**config.mk**
```make
export PLATFORM = sky130hd
export DESIGN_NAME = vga_timing_gen
export DESIGN_NICKNAME = d
export VERILOG_FILES = /design/src/rtl/vga_timing_gen.sv
export SDC_FILE = /design/constraint.sdc
export NUM_CORES = 1
export LEC_CHECK = 0
export CAP_MARGIN = 20
export CORE_MARGIN = 2
export CORE_UTILIZATION = 45
export CTS_CLUSTER_DIAMETER = 200
export DETAILED_ROUTE_END_ITERATION = 10
export SLEW_MARGIN = 20
export SYNTH_ARGS = -nofsm -noshare
export SYNTH_HDL_FRONTEND = slang
export SYNTH_SLANG_ARGS = --single-unit
```
**constraint.sdc**
```tcl
create_clock -name clk -period 18.9 [get_ports clk]
set_input_delay 1.89 -clock clk [delete_from_list [all_inputs] [get_ports clk]]
set_output_delay 1.89 -clock clk [all_outputs]
set_load 0.005 [all_outputs]
```
**src/rtl/vga_timing_gen.sv**
```systemverilog
// Runtime-reconfigurable VGA timing generator: pixel divider, h/v counters, registered sync/de/strobes.
// Define VGA_TIMING_FRAME_CNT_EN to add a 16-bit frame counter output (frame_cnt).
module vga_timing_gen #(
  parameter int H_BITS     = 12,
  parameter int V_BITS     = 11,
  parameter int PERIOD     = 4,
  parameter int H_ACTIVE   = 640,
  parameter int H_FP       = 16,
  parameter int H_SYNC     = 96,
  parameter int H_BP       = 48,
  parameter int V_ACTIVE   = 480,
  parameter int V_FP       = 10,
  parameter int V_SYNC     = 2,
  parameter int V_BP       = 33,
  parameter bit H_SYNC_POL = 1'b0,
  parameter bit V_SYNC_POL = 1'b0
) (
  input  logic              clk,
  input  logic              reset,
  input  logic              enable,
  input  logic              cfg_valid,
  output logic              cfg_ready,
  input  logic [H_BITS-1:0] cfg_h_active,
  input  logic [H_BITS-1:0] cfg_h_fp,
  input  logic [H_BITS-1:0] cfg_h_sync,
  input  logic [H_BITS-1:0] cfg_h_bp,
  input  logic [V_BITS-1:0] cfg_v_active,
  input  logic [V_BITS-1:0] cfg_v_fp,
  input  logic [V_BITS-1:0] cfg_v_sync,
  input  logic [V_BITS-1:0] cfg_v_bp,
  output logic              cfg_err,
  output logic              pixel_tick,
  output logic [H_BITS-1:0] hcnt,
  output logic [V_BITS-1:0] vcnt,
  output logic              hsync,
  output logic              vsync,
  output logic              de,
  output logic              line_start,
  output logic              frame_start
`ifdef VGA_TIMING_FRAME_CNT_EN
  ,
  output logic [15:0]       frame_cnt
`endif
);

  localparam int HW      = H_BITS + 2;
  localparam int VW      = V_BITS + 2;
  localparam int DW      = (PERIOD > 1) ? $clog2(PERIOD) : 1;
  localparam int H_TOT_P = H_ACTIVE + H_FP + H_SYNC + H_BP;
  localparam int V_TOT_P = V_ACTIVE + V_FP + V_SYNC + V_BP;
  localparam logic [DW-1:0] DIV_MAX = DW'(PERIOD - 1);

  logic [DW-1:0]     div;
  logic [H_BITS-1:0] ha, hf, hs, hb, pha, phf, phs, phb;
  logic [V_BITS-1:0] va, vf, vs, vb, pva, pvf, pvs, pvb;

  logic              tick, h_wrap, v_wrap, frame_wrap, load, accept, cfg_bad;
  logic [HW-1:0]     h_total, c_htot, hs_beg, hs_end;
  logic [VW-1:0]     v_total, c_vtot, vs_beg, vs_end;
  logic [H_BITS-1:0] h_nxt, n_ha, n_hf, n_hs;
  logic [V_BITS-1:0] v_nxt, n_va, n_vf, n_vs;
  logic              hs_on, vs_on, de_nxt;

  always_comb begin
    tick       = enable && (div == '0);
    h_total    = HW'(ha) + HW'(hf) + HW'(hs) + HW'(hb);
    v_total    = VW'(va) + VW'(vf) + VW'(vs) + VW'(vb);
    h_wrap     = (HW'(hcnt) == h_total - 1'b1);
    v_wrap     = (VW'(vcnt) == v_total - 1'b1);
    frame_wrap = h_wrap && v_wrap;
    h_nxt      = h_wrap ? '0 : hcnt + 1'b1;
    v_nxt      = h_wrap ? (v_wrap ? '0 : vcnt + 1'b1) : vcnt;
    // A pending set is outstanding whenever cfg_ready is low; it takes effect for pixel (0,0) itself.
    load       = tick && frame_wrap && !cfg_ready;
    n_ha       = load ? pha : ha;
    n_hf       = load ? phf : hf;
    n_hs       = load ? phs : hs;
    n_va       = load ? pva : va;
    n_vf       = load ? pvf : vf;
    n_vs       = load ? pvs : vs;
    hs_beg     = HW'(n_ha) + HW'(n_hf);
    hs_end     = hs_beg + HW'(n_hs);
    vs_beg     = VW'(n_va) + VW'(n_vf);
    vs_end     = vs_beg + VW'(n_vs);
    hs_on      = (HW'(h_nxt) >= hs_beg) && (HW'(h_nxt) < hs_end);
    vs_on      = (VW'(v_nxt) >= vs_beg) && (VW'(v_nxt) < vs_end);
    de_nxt     = (h_nxt < n_ha) && (v_nxt < n_va);
  end

  always_comb begin
    accept  = cfg_valid && cfg_ready;
    c_htot  = HW'(cfg_h_active) + HW'(cfg_h_fp) + HW'(cfg_h_sync) + HW'(cfg_h_bp);
    c_vtot  = VW'(cfg_v_active) + VW'(cfg_v_fp) + VW'(cfg_v_sync) + VW'(cfg_v_bp);
    cfg_bad = (cfg_h_active == '0) || (cfg_h_sync == '0) ||
              (cfg_v_active == '0) || (cfg_v_sync == '0) ||
              (c_htot == '0) || (c_vtot == '0) ||
              (c_htot > (HW'(1) << H_BITS)) || (c_vtot > (VW'(1) << V_BITS));
  end

  always_ff @(posedge clk or negedge reset) begin
    if (!reset) begin
      div         <= DIV_MAX;
      ha          <= H_BITS'(H_ACTIVE);
      hf          <= H_BITS'(H_FP);
      hs          <= H_BITS'(H_SYNC);
      hb          <= H_BITS'(H_BP);
      va          <= V_BITS'(V_ACTIVE);
      vf          <= V_BITS'(V_FP);
      vs          <= V_BITS'(V_SYNC);
      vb          <= V_BITS'(V_BP);
      {pha, phf, phs, phb} <= '0;
      {pva, pvf, pvs, pvb} <= '0;
      hcnt        <= H_BITS'(H_TOT_P - 1);
      vcnt        <= V_BITS'(V_TOT_P - 1);
      hsync       <= ~H_SYNC_POL;
      vsync       <= ~V_SYNC_POL;
      de          <= 1'b0;
      pixel_tick  <= 1'b0;
      line_start  <= 1'b0;
      frame_start <= 1'b0;
      cfg_err     <= 1'b0;
      cfg_ready   <= 1'b1;
    end else begin
      pixel_tick  <= tick;
      line_start  <= 1'b0;
      frame_start <= 1'b0;
      cfg_err     <= 1'b0;
      if (enable) div <= (div == '0) ? DIV_MAX : div - 1'b1;
      if (tick) begin
        hcnt        <= h_nxt;
        vcnt        <= v_nxt;
        hsync       <= hs_on ? H_SYNC_POL : ~H_SYNC_POL;
        vsync       <= vs_on ? V_SYNC_POL : ~V_SYNC_POL;
        de          <= de_nxt;
        line_start  <= h_wrap;
        frame_start <= frame_wrap;
      end
      if (load) begin
        {ha, hf, hs, hb} <= {pha, phf, phs, phb};
        {va, vf, vs, vb} <= {pva, pvf, pvs, pvb};
        cfg_ready        <= 1'b1;
      end else if (accept) begin
        if (cfg_bad) begin
          cfg_err <= 1'b1;
        end else begin
          {pha, phf, phs, phb} <= {cfg_h_active, cfg_h_fp, cfg_h_sync, cfg_h_bp};
          {pva, pvf, pvs, pvb} <= {cfg_v_active, cfg_v_fp, cfg_v_sync, cfg_v_bp};
          cfg_ready            <= 1'b0;
        end
      end
    end
  end

`ifdef VGA_TIMING_FRAME_CNT_EN
  // Counts on the same edge that raises frame_start, so it reads 1 during the first frame.
  always_ff @(posedge clk or negedge reset) begin
    if (!reset) frame_cnt <= '0;
    else if (tick && frame_wrap) frame_cnt <= frame_cnt + 1'b1;
  end
`endif

endmodule

```
==> key figures, run 1 <==
Place
  – Count of port buffers added during placement: roughly 130
  – GPL Wtd Cong: just over 0.9
  – DP Wirelength: 37,660 um

Global route
  – Gr ovfl total: 0
  – Largest net degree at the start of global routing: approximately 120
  – Antenna violations before repair: 0
  – Tot GR Track Use: between 20% and 30%
  – First-pass GRT wire length: about 74,000 um
  – Vias in the first global route: around 13,000

Layout
  – Commonest cells after routing, fill and taps aside: 240 x nand2_1, 192 x ha_1, 186 x dfrtp_1, 185 x inv_1, 125 x clkdlybuf4s50_1
  – Commonest non-fill, non-tap cell in the layout: nand2_1
  – Share of cells above drive strength 1: about a tenth
  – Fillers: 3,507
  – Area growth, synth to finish: 15.04%
  – # nets final: approximately 2,300
  – Diode count: 0

Clock tree
  – H-tree levels: 1
  – TritonCTS clock tree: built
  – Worst-Skew Late Latency: 0.54 ns
  – Hold buffers post-CTS: 0
  – CTS resizes: 0
  – Clk slew on worst S/H paths: ~0.070 ns
  – Max clock buf depth: 3
  – CTS Buf Count: 25
  – Clk sinks: approximately 220
  – Setup bufs post-CTS: 0
  – CTS Root Cell: clkbuf_16

Power
  – Design Power: roughly 1.3 mW
  – VDD IR max: around 0.000049 V
  – Pwr dens: approximately 64 nW/um2
  – Pleak: 9.978 nW

Logic synthesis
  – Avg Inst Size Synth: 9.779 um2
  – Flops & latches, synth: approximately 220
  – Syn Nets: roughly 2,100
  – Mapped Area: 17,170 um2
  – YS warnings: 0
  – Post-synth top area share: around 27%
  – Synth Flop Type: dfrtp_1
  – Asr flop ratio synth: 100.0%
  – Area leader, netlist: dfrtp_1
  – EDFF count, synth: 0
  – Distinct cells, synth: 76
  – Post-Syn Instances: roughly 1,800
  – Synth area leaders: dfrtp_1 27%, ha_1 14%, fa_1 11%
  – Sequential area share after synthesis: 31.85%

Die
  – # IOs: approximately 130
  – Die Span Y: between 150 and 200 um
  – Initial Utilization: between 40% and 50%
  – Core region area: about 38,000 um2
  – DIE AREA: slightly below 40,000 um2
  – Die Wd: 199.4 um
  – Row count: 71

Timing
  – Period utilization: 54.75%
  – Pins Over Slew Limit: 0
  – Post-Route Setup TNS: 0 ns
  – Worst Max-Slew Pin Slew: ~1.0 ns
  – Setup violators final: 0
  – Tmin final: slightly above 10 ns
  – Worst-case clock skew: around 0.015 ns
  – Fmax: between 90 and 100 MHz
  – Fin. Hold Viols: 0
  – Slew margin rel.: 31.77%
  – RSZ-0062 raised after global routing: false

Setup path
  – Max incr delay on CP: 0.75 ns
  – Req. time, crit path: about 19 ns
  – Delay-heaviest family, CP: adder cells
  – Buf/Inv on CP: 4
  – Worst-path fanout max: 10
  – Crit-path slowest cell: nor4_2
  – Worst EP arrival: 10.81 ns
  – Reg2reg start: vf[1]
  – Critical path class: flop to flop
  – Setup crit start kind: flop
  – Worst-case reg-to-reg path depth: 43
  – R2R Path End: hsync
  – Setup slack, reg-to-reg: 8.55 ns
  – Critical Path Sink Type: flop

Drt
  – DR WL/cell: ~19 um
  – First-pass iteration count of the detailed router: 5
  – Vias: around 13,000
  – Post-Route WL: between 40,000 and 50,000 um
  – Drt via density: between 5 and 6
  – Final ANT Viol Nets: 0
  – DRC viols: 0
  – DRT iter0 DRCs: slightly above 700

Run
  – MaxCap Viol Count: 0

Hold path
  – Hold Path End: hb[4]
  – Hold Crit Class: flop to flop
  – HP Start: hb[4]
  – Hold Path Cell Cnt: 2

Run status
  – Status: finished, final reports clean
==> worst max-delay path by stage <==
stage            end    from  slack (ns)  cells after the start
2_1_floorplan  hsync   vf[1]        9.62                     44
5_1_grt        vsync   ha[1]        7.82                     41
3_5_place_dp   hsync  enable        8.67                     35
4_1_cts        hsync   vf[1]        8.64                     43
3_3_place_gp   hsync  enable        8.36                     35
6_report       hsync   vf[1]        8.55                     43
==> metal layers <==
metal | track usage (%) | vias up | share of wire, %
met2 | 33.05 | 334 | 39
met5 | 0 | - | 0
met4 | 4.966 | 0 | 1.7
li1 | - | 6302 | -
met3 | 3.055 | 34 | 5.5
met1 | 40.13 | 6416 | 54
==> cell families after synthesis <==
kind of cell / Yosys count / share of synthesized area [%]
buffers and inverters: 232 / 5.260
adder cells (fa/ha/maj): 289 / 25.06
flip-flops: 217 / 31.85
AO/OA/AOI/OAI: 342 / 12.71
XOR/XNOR: 101 / 5.319
multiplexers: 116 / 7.454
AND/OR/NAND/NOR: 459 / 12.35
==> synthesized netlist by cell type (8+ instances only) <==
library cell and number:
a211oi_1 11, a21o_1 40, a21oi_1 85, a31oi_1 10, and3_1 12, buf_1 8
buf_2 19, clkbuf_1 17, dfrtp_1 186, dfstp_2 31, fa_1 93, ha_1 192
inv_1 185, mux2_2 95, mux2i_1 21, nand2_1 240, nand2b_1 15, nand3_1 24
nand4_1 12, nor2_1 60, nor2b_1 17, nor3_1 19, nor4_1 19, o21a_1 11
o21ai_0 89, o21bai_1 10, o31ai_1 21, xnor2_1 54, xor2_1 45
==> where the power goes <==
part,internal (mW),total [mW],switching (mW)
Combinational,0.138,0.300,0.162
Sequential,0.479,0.497,0.0181
Clock,0.273,0.472,0.199
Total,0.890,1.27,0.379
==> metrics by stage <==
| step | worst slack (ns) | cells | instance area (um2) | hold WS [ns] | util, % |
|---|---|---|---|---|---|
| 2_1_floorplan | 9.616 | 1756 | 17170 | 0.4369 | - |
| 3_3_place_gp | 8.364 | 2358 | 18970 | 0.4602 | 50.36 |
| 3_5_place_dp | 8.667 | 2358 | 18980 | 0.4593 | 50.38 |
| 4_1_cts | 8.642 | 2402 | 19760 | 0.4731 | 52.45 |
| 5_1_grt | 7.818 | 2402 | 19760 | 0.4904 | 52.45 |
| 6_report | 8.552 | 2402 | 19760 | 0.4730 | 52.45 |
==> cell type report <==
cell class / count / area, um2 / area share (%)
clock buffer: 36 / 706.9 / 3.578
clock inverter: 8 / 72.57 / 0.3673
inverter: 186 / 698.2 / 3.534
multi-input combinational: 1307 / 10820 / 54.77
sequential: 217 / 5469 / 27.68
tap: 511 / 639.4 / 3.236
timing repair buffer: 137 / 1349 / 6.828
==> worst register-to-register path, delay by kind of cell (launching register included) <==
family,cells,cell delay (ns)
flip-flops,1,0.56
AND/OR/NAND/NOR,12,3.03
AO/OA/AOI/OAI,14,2.32
adder cells (fa/ha/maj),10,3.30
XOR/XNOR,2,0.36
multiplexers,1,0.39
buffers and inverters,4,0.33
No activity file was read; power rests on OpenSTA's default activity.
==> run 2: changes to the inputs <==
Clock period 18.9 ns to 10.1 ns, I/O delays scaled along.
==> key figures, run 2 (synthesis gave the netlist of run 1 again) <==
Die
  – Core region area: 37,670 um2 (unchanged)
  – # IOs: 127 (unchanged)
  – Die Span Y: 199.4 um (unchanged)
  – Row count: 71 (unchanged)
  – Initial Utilization: 45.59% (unchanged)
  – Die Wd: 199.4 um (unchanged)
  – DIE AREA: 39,740 um2 (unchanged)

Power
  – VDD IR max: 0.0001071 V (+120%)
  – Clock network power share: 39.1% (+1.9 points)
  – Logic pwr share: 23.2% (-0.4 points)
  – Switch Pwr: 720.1 uW (+90%)
  – Pleak: 10.10 nW (+1.2%)
  – Pwr dens: 122.1 nW/um2 (+90%)
  – Pint: 1.727 mW (+94%)
  – Sequential share of power: 37.8% (-1.4 points)
  – Fraction of power spent switching nets: 29.43% (-0.44 points)

Clock tree
  – Worst-Skew Late Latency: 0.55 ns (about the same)
  – CTS Buf Count: 26 (+4.0%)
  – CTS Root Cell: clkbuf_16
  – Clk sinks: 217 (unchanged)
  – TritonCTS clock tree: built
  – Hold buffers post-CTS: 0 (unchanged)
  – H-tree levels: 1 (unchanged)
  – Clk slew on worst S/H paths: 0.06 ns (about the same)
  – Max clock buf depth: 3 (unchanged)

Global route
  – Largest net degree at the start of global routing: 140 (+22%)
  – Vias in the first global route: 13,190 (+2.0%)
  – First-pass GRT wire length: 73,860 um (about the same)
  – Antenna violations before repair: 0 (unchanged)
  – Tot GR Track Use: 24.20% (about the same)
  – Gr ovfl total: 0 (unchanged)

Drt
  – First-pass iteration count of the detailed router: 4 (-1)
  – Final ANT Viol Nets: 0 (unchanged)
  – DRC viols: 0 (unchanged)
  – Vias: 12,990 (-0.76%)
  – DRT iter0 DRCs: 782 (+7.7%)
  – DR WL/cell: 19.24 um (-1.3%)
  – Drt via density: 5.382 (-1.2%)
  – Post-Route WL: 46,420 um (-0.86%)

Run status
  – Status: finished, final reports clean

Timing
  – Final worst slack: 0.6045 ns (-7.947 ns)
  – Setup violators final: 0 (unchanged)
  – Slew margin rel.: 32.34% (+0.57 points)
  – Tmin final: 9.495 ns (-0.8529 ns)
  – Pins Over Slew Limit: 0 (unchanged)
  – Worst-case clock skew: 0.01712 ns (+0.002360 ns)
  – Fin. Hold Viols: 0 (unchanged)
  – Worst Max-Slew Pin Slew: 1.001 ns (-0.008406 ns)
  – Period utilization: 94.01% (+39 points)
  – Fmax: 105.3 MHz (+9.0%)

Setup path
  – Critical Path Sink Type: flop
  – Req. time, crit path: 10.57 ns (-8.80 ns)
  – Launch point of the worst path: vf[1]
  – Max incr delay on CP: 0.56 ns (-0.19 ns)
  – Setup crit start kind: flop
  – Critical path class: flop to flop
  – Worst-case reg-to-reg path depth: 44 (+2.3%)
  – Setup slack, reg-to-reg: 0.60 ns (-7.95 ns)
  – Worst-path fanout max: 14 (+4)
  – R2R Path End: hsync
  – Reg2reg start: vf[1]
  – Crit-path slowest cell: dfstp_2
  – Worst EP arrival: 9.97 ns (-0.84 ns)
  – Setup crit end: hsync

Layout
  – Non-Filler Instances: 2,413 (+0.46%)
  – # nets final: 2,265 (+0.44%)
  – Diode count: 0 (unchanged)
  – Commonest non-fill, non-tap cell in the layout: nand2_1
  – Cell area after layout: 20,040 um2 (+1.4%)
  – Share of cells above drive strength 1: 11.83% (+1.6 points)
  – Commonest cells after routing, fill and taps aside: 240 x nand2_1, 190 x ha_1, 186 x dfrtp_1, 185 x inv_1, 125 x clkdlybuf4s50_1
  – Area growth, synth to finish: 16.69%
  – Final Core Density: 53.20% (+0.75 points)

Run
  – MaxCap Viol Count: 0 (unchanged)

Place
  – Dpl cell area: 19,000 um2 (+0.13%)
  – GPL Wtd Cong: 0.9167 (-1.5%)
  – Cells after DPL: 2,362 (+0.17%)
  – Count of port buffers added during placement: 126 (unchanged)
  – Worst slack, placed: 0.1534 ns (-8.514 ns)
  – DP Wirelength: 37,470 um (-0.52%)

Hold path
  – Hold Crit Class: input pin to async pin
## run 2: critical path: cells and delay by family (launching register included)
family                     cells  cell delay, ns
buffers and inverters          6            0.61
xor gates and xnor gates       2            0.30
DFF                            1            0.56
AOI/OAI and AO/OA             16            2.40
and+or+nand+nor               11            2.40
adders and majority gates      9            3.15
## run 2: power by group through the flow
stage	Sequential [mW]	Clock [mW]	Combinational, mW
2_1_floorplan	0.930	0	0.357
3_3_place_gp	0.940	0	0.554
3_5_place_dp	0.939	0	0.569
4_1_cts	0.924	0.975	0.571
5_1_grt	0.928	1.01	0.642
6_report	0.924	0.956	0.567
## run 2: area by class of cell
type | instances | area [um2]
Clock buffer | 36 | 749.5
Clock inverter | 10 | 117.6
Fill cell | 3483 | 17630
Inverter | 186 | 698.2
Multi-Input combinational cell | 1307 | 10910
Sequential cell | 217 | 5469
Tap cell | 511 | 639.4
Timing Repair Buffer | 146 | 1453
## run 2: repair_timing
action | 4_1_cts | 5_1_grt
endpoints found under the setup margin | 0 | 2
resized for setup | 0 | 29
buffers inserted | 0 | 4
hold endpoints to repair | 0 | 0
## run 2: how the worst min path moves through the flow
stage,cells past startpoint,to,slack [ns]
after CTS,2,vb[7],0.48
after floorplan,2,vb[0],0.44
after global routing,1,phb[2],0.36
after detailed placement,2,vb[7],0.47
after global placement,2,vb[6],0.46
final,1,phb[0],0.35
## run 2: stage by stage
step	TNS [ns]	hold slack [ns]	total power [mW]
global route	-0.05259	0.3618	2.581
floorplan	0	0.4369	1.286
finish	0	0.3477	2.447
CTS	0	0.4799	2.470
global placement	0	0.4586	1.493
detailed placement	0	0.4671	1.508
## run 2: layer usage
metal | GRT usage [%] | routed length, um | up-vias
met3 | 2.447 | 2157 | 49
met2 | 34.79 | 18790 | 298
met1 | 38.92 | 24600 | 6314
li1 | - | - | 6325
met5 | 0 | 0 | -
met4 | 5.213 | 866 | 0
